`src/rtl/uart_defs_pkg.sv`:
```
// Shared definitions for the RS-232 link: receiver state encodings,
// default bit period and frame format. uart_tx uses the same constants.
package uart_defs;

    // Receiver states, kept at 3 bits so the encoding is stable across blocks
    typedef enum logic [2:0] {
        IDLE    = 3'd0,
        START   = 3'd1,
        DATA    = 3'd2,
        STOP    = 3'd3,
        RECOVER = 3'd4
    } uart_state_t;

    // Bit period minus one; 433 gives 115200 baud from a 50 MHz clock
    localparam int DEFAULT_CLOCK_BIT = 433;

    // 8N1 frame format
    localparam int DATA_BITS = 8;
    localparam int STOP_BITS = 1;

endpackage

```
`src/rtl/uart_sync.sv`:
```
// Two-flop synchronizer for bringing an asynchronous single-bit input
// into the clock domain. The reset value is chosen by the instantiator
// so an idle-high line does not look like a falling edge out of reset.
module uart_sync #(
    parameter logic RESET_VALUE = 1'b1
) (
    input  logic clock,
    input  logic reset,
    input  logic d,
    output logic q
);

    logic meta;

    // Two back-to-back flops give the first stage a full cycle to settle
    always_ff @(posedge clock or posedge reset) begin
        if (reset) begin
            meta <= RESET_VALUE;
            q    <= RESET_VALUE;
        end else begin
            meta <= d;
            q    <= meta;
        end
    end

endmodule

```
`src/rtl/uart_rx.sv`:
```
// 8N1 UART receiver. Each bit is sampled at its midpoint: the start bit
// is re-checked half a bit after the falling edge (glitch rejection), and
// every later bit is taken one full bit period after the previous sample.
// A low stop bit reports a framing error and then waits for the line to
// return high so a break condition cannot re-trigger reception.
module uart_rx
    import uart_defs::*;
#(
    parameter int clock_bit = DEFAULT_CLOCK_BIT
) (
    input  logic       clock,
    input  logic       reset,
    input  logic       rx,
    input  logic       enable,
    output logic [7:0] readdata,
    output logic       done,
    output logic       error,
    output logic       active
);

    // Last count of a full bit and of the half-bit offset to the midpoint
    localparam int         BIT_CYCLES = clock_bit + 1;
    localparam logic [15:0] BIT_LAST  = 16'(clock_bit);
    localparam logic [15:0] HALF_LAST = 16'((BIT_CYCLES / 2) - 1);
    localparam logic [2:0]  LAST_INDEX = 3'(DATA_BITS - 1);

    uart_state_t state;
    logic [15:0] counter;
    logic [2:0]  index;
    logic [7:0]  shift;
    logic        rx_s;

    uart_sync #(
        .RESET_VALUE(1'b1)
    ) syncInst (
        .clock (clock),
        .reset (reset),
        .d     (rx),
        .q     (rx_s)
    );

    // Frame sequencer: bit timing, deserialisation and registered status pulses
    always_ff @(posedge clock or posedge reset) begin
        if (reset) begin
            state    <= IDLE;
            counter  <= 16'd0;
            index    <= 3'd0;
            shift    <= 8'h00;
            readdata <= 8'h00;
            done     <= 1'b0;
            error    <= 1'b0;
            active   <= 1'b0;
        end else begin
            done  <= 1'b0;
            error <= 1'b0;
            case (state)
                IDLE: begin
                    if (enable && !rx_s) begin
                        state   <= START;
                        counter <= 16'd0;
                        active  <= 1'b1;
                    end
                end
                START: begin
                    if (counter == HALF_LAST) begin
                        counter <= 16'd0;
                        if (!rx_s) begin
                            index <= 3'd0;
                            state <= DATA;
                        end else begin
                            state  <= IDLE;
                            active <= 1'b0;
                        end
                    end else begin
                        counter <= counter + 16'd1;
                    end
                end
                DATA: begin
                    if (counter == BIT_LAST) begin
                        counter      <= 16'd0;
                        shift[index] <= rx_s;
                        if (index == LAST_INDEX) begin
                            state <= STOP;
                        end else begin
                            index <= index + 3'd1;
                        end
                    end else begin
                        counter <= counter + 16'd1;
                    end
                end
                STOP: begin
                    if (counter == BIT_LAST) begin
                        counter <= 16'd0;
                        if (rx_s) begin
                            readdata <= shift;
                            done     <= 1'b1;
                            active   <= 1'b0;
                            state    <= IDLE;
                        end else begin
                            error <= 1'b1;
                            state <= RECOVER;
                        end
                    end else begin
                        counter <= counter + 16'd1;
                    end
                end
                RECOVER: begin
                    if (rx_s) begin
                        state  <= IDLE;
                        active <= 1'b0;
                    end
                end
                default: begin
                    state  <= IDLE;
                    active <= 1'b0;
                end
            endcase
        end
    end

endmodule

```
`config.mk`:
```
export PLATFORM = sky130hd
export DESIGN_NAME = uart_rx
export DESIGN_NICKNAME = d
export VERILOG_FILES = /design/src/rtl/uart_defs_pkg.sv /design/src/rtl/uart_sync.sv /design/src/rtl/uart_rx.sv
export SDC_FILE = /design/constraint.sdc
export NUM_CORES = 1
export LEC_CHECK = 0
export CAP_MARGIN = 25
export CORE_MARGIN = 5
export CORE_UTILIZATION = 48
export CTS_BUF_LIST = sky130_fd_sc_hd__clkbuf_16
export DETAILED_ROUTE_END_ITERATION = 7
export MAX_ROUTING_LAYER = met4
export PLACE_DENSITY = 0.7
export SETUP_SLACK_MARGIN = 0.5
export SYNTH_ARGS = -nofsm -noshare
export SYNTH_HDL_FRONTEND = slang
export SYNTH_HIERARCHICAL = 1
export SYNTH_SLANG_ARGS = --single-unit
```
`constraint.sdc`:
```
create_clock -name clock -period 2.4 [get_ports clock]
set_input_delay 0.6 -clock clock [delete_from_list [all_inputs] [get_ports clock]]
set_output_delay 0.6 -clock clock [all_outputs]
set_load 0.03 [all_outputs]
```
==> summary.md <==
The flow ran to the end, but the final reports show violations. The final reports fail on setup timing. The residual antenna-violating net count after detailed routing is 0. The number of nets in the synthesized netlist is 216. Met2 layer usage reported by global route: 0.2733. Part of the cycle the worst path needs: 1.023. The tools report the number of optimization iterations in the first detailed-route pass as 4. The worst slew margin relative to its limit came out at 0.6504. Setup repair after global routing could not meet its margin everywhere. In this run the worst path has a maximum fanout of 4.

The register area share after synthesis came out at 0.5041. Most common flop cell mapped by yosys: sky130_fd_sc_hd__dfrtp_1. The setup path with the least slack is of type register to register. In this run, post-CTS hold repair placed 0 buffers.

Across the VDD grid, the largest voltage drop is 0.4109 mV. The number of slew-limit violations in the final report was 0; the diode insertion count for antenna repair was 0. The sequential group share of total power was 0.479. By area the synthesized netlist is led by sky130_fd_sc_hd__dfrtp_1 48%, sky130_fd_sc_hd__mux2_2 6.8%, sky130_fd_sc_hd__nor2_1 3.5%, sky130_fd_sc_hd__o21ai_0 3.0%, sky130_fd_sc_hd__ha_1 2.9%. The count of cells in the finished layout, fillers not included, comes to 313. Routed length per placed instance: 15.78 microns. The count of buffers added on input and output ports is 14. Compared with the post-synthesis result, the final layout area differs by 41.23%. Final RePlAce weighted congestion: 0.8032. The most area-hungry cell type in the Yosys netlist was sky130_fd_sc_hd__dfrtp_1. Timing would allow up to 407.2 MHz. Dividing total power by cell area gives a power density of 505.8 nW/um^2. The share of the core filled with cells was 0.6940; the remaining routing DRC violations was 0. The transition time of the tightest slew-check pin is 0.5244 ns.

STA classifies the critical path startpoint as a register. In this run the deepest clock path goes through 2 buffers. In this run the core area contains 24 standard-cell rows. Summed instance area of the synthesized netlist: 2140 sq um. Synthesis handed over a netlist of 207 instances. For the wire length of the first global-routing pass, the log shows 8280 microns. The tree built by TritonCTS fans out to 43 sinks. In this run the static leakage power is 1.470 nW.

OpenSTA, run right after detailed placement, puts the worst setup slack at -0.07700 ns. The via count of the first global-routing pass was 1738; the detailed-route via count was 1754. The logs give 0.016 for the portion of total power attributed to combinational logic and 0.29 ns for the insertion delay to the later sink of the worst-skew pair.

The half-perimeter wire length after placement was 3126 microns. The tools report the global routing usage on met3 as 0.04450. Leaving out fill and tap cells, the most frequent cell in the layout is sky130_fd_sc_hd__dfrtp_1. In this run the vertical extent of the chip is 76.77 microns. The run gives 0 as the total grt overflow.

The initial antenna violation count came out at 0. The core region is 4354 sq um. In this run the number of H-tree levels came out at 2. The minimum clock period after layout is 2.456 ns, and the least setup slack across all paths after layout is -0.05571 ns. The run gives 0.2308 as the met1 global-route usage.

A synthesized cell averages 10.34 sq um. Among the stages of the critical path, the cell type that occurs most often is sky130_fd_sc_hd__or4_4. The horizontal extent of the die was 76.77 microns; the net switching fraction of the power was 0.1977.

In the routed layout, each cell is associated on average with a via count of 5.604. The run gives 0 as the hold violation count in the final report. For this design the total switching power over the nets is 302.1 uW.

The DRC violation total after the first TritonRoute iteration is 87. For this block, the routed nets add up to 4939 microns of wire. In the final design database the tool counted 269 nets.

The worst setup path is captured at a register. Walking the worst path, the cells encountered are or4_4, or4_4, or3_4, nor2_1, mux2_1. The share of layout cells above drive strength 1 was 0.3640; the fraction of registers with async set or reset after synthesis was 1.000.

The tools report the clock share of power as 0.504. The most heavily used metal layer in global routing was met2. TritonCTS built the clock tree.

In this design, the stage delay of the slowest critical-path cell is 0.56 ns. Setup violations remaining at the end of the flow were counted as 4. The min-delay analysis places its worst path in the category register to register. The run gives 0.4914 as the starting density of the core. The master cell of the clock root buffer was sky130_fd_sc_hd__clkbuf_16. The arrival time of data at the critical path endpoint came out at 2.62 ns. For the TritonCTS buffer count, the log shows 5. The data required time at the worst endpoint is 2.57 ns. Among all stages on the critical path, the largest delay is contributed by sky130_fd_sc_hd__or4_4. The share of the synthesized area in the top cell type came out at 0.4795.

For this run, the number of Yosys warnings is 6. Counting flops with a built-in enable in the synthesized netlist gives 0. Summed over all failing endpoints, the final setup total negative slack is -0.1542 ns. After detailed placement, the design holds a cell count of 298. The final hold slack is 0.3584 ns. For the final database, setup skew stands at 0.004647 ns. The number of different library cells in the post-synthesis netlist was 42; the global routing usage summed across all routing layers was 0.1779. Max-cap violations in this run came to 0. In this run, synthesis produced a sequential element count of 43.

In this run the count of I/O pins placed on the die edge is 15. The largest net degree at the start of global routing is 42, and the internal power summed over all cells is 1.226 mW. In the layout the commonest cells are 41 x sky130_fd_sc_hd__dfrtp_1, 32 x sky130_fd_sc_hd__buf_4, 16 x sky130_fd_sc_hd__nand2_1, 13 x sky130_fd_sc_hd__nor2_1, 11 x sky130_fd_sc_hd__mux2_2. Clock-pin slew was measured on the worst setup and hold paths at 0.06 ns.

The overall die area came out at 5893 sq um.
==> final cells by class <==
cell class	instances	area (sq um)
fillers	310	1333
inverters	7	26.28
clock inverters	3	43.79
clock buffers	5	125.1
flip-flops and latches	43	1079
well taps	52	65.06
repair buffers	52	469.2
multi-input cells	151	1214
==> cells by family (layout without fill, tap and decap cells) <==
group | count (synthesis) | count (layout) | share of synthesized area
muxes | 17 | 17 | 0.08947
adders and majority gates | 5 | 5 | 0.02924
and+or+nand+nor | 84 | 84 | 0.2123
AOI/OAI and AO/OA | 39 | 39 | 0.1170
xor gates and xnor gates | 6 | 6 | 0.02456
DFF | 43 | 43 | 0.5041
buffers and inverters | 13 | 67 | 0.02339
==> worst max-delay path: cells and delay by family, from the launching register on <==
kind             cells  cell delay, ns
flip-flops           1            0.37
AND/OR/NAND/NOR      4            1.63
multiplexers         1            0.33
==> Yosys cell counts (all sizes together), types with 3 or more instances <==
library cell / instances
a21oi: 7
a22o: 4
a31oi: 5
and3: 4
clkbuf: 5
dfrtp: 41
ha: 5
inv: 7
mux2: 17
nand2: 16
nand2b: 5
nand3: 10
nor2: 21
nor3: 8
nor4: 3
o21ai: 13
or4bb: 4
xor2: 4
==> power groups by stage <==
stage / sequential [mW] / clock [mW] / combinational (mW)
final: 0.732 / 0.771 / 0.0250
after global routing: 0.732 / 0.823 / 0.0289
after CTS: 0.732 / 0.777 / 0.0260
after detailed placement: 0.745 / 0 / 0.0251
after global placement: 0.745 / 0 / 0.0251
after floorplan: 0.742 / 0 / 0.0157
==> per-stage QoR <==
step / total power, mW / instance area [sq um]
floorplan: 0.7580 / 2150
global placement: 0.7702 / 2570
detailed placement: 0.7704 / 2570
CTS: 1.536 / 2910
global route: 1.584 / 3022
finish: 1.528 / 3022
==> routing by layer <==
metal | vias up | wire length, microns
met3 | 12 | 205
met5 | - | 0
met2 | 45 | 2355
li1 | 850 | -
met4 | 0 | 96
met1 | 847 | 2282
==> flip-flops by register name, summed over array words and instances (netlist names) <==
signal and cells:
counter 16, readdata 8, shift 8, index 3, state 3, active 1
done 1, error 1, syncInst/meta 1, syncInst/q 1
==> final timing paths <==
| kind | start | end | slack, ns | cells past startpoint |
|---|---|---|---|---|
| worst max register to register | counter[12] | shift[6] | -0.06 | 5 |
| worst min-delay path | syncInst/meta | syncInst/q | 0.36 | 0 |
| min in group asynchronous | reset | syncInst/meta | 0.66 | 2 |
| worst min register to register | syncInst/meta | syncInst/q | 0.36 | 0 |
| max in group asynchronous | reset | readdata[6] | 1.27 | 3 |
| worst max-delay path | counter[12] | shift[6] | -0.06 | 5 |
==> what timing repair did <==
action                                  in CTS  in global routing
endpoints found under the setup margin      45                 48
buffers inserted                             5                  2
resized for setup                           35                 25
hold endpoints to repair                     0                  0
pin swaps                                    5                  3
(Power assumes the default switching activity.)
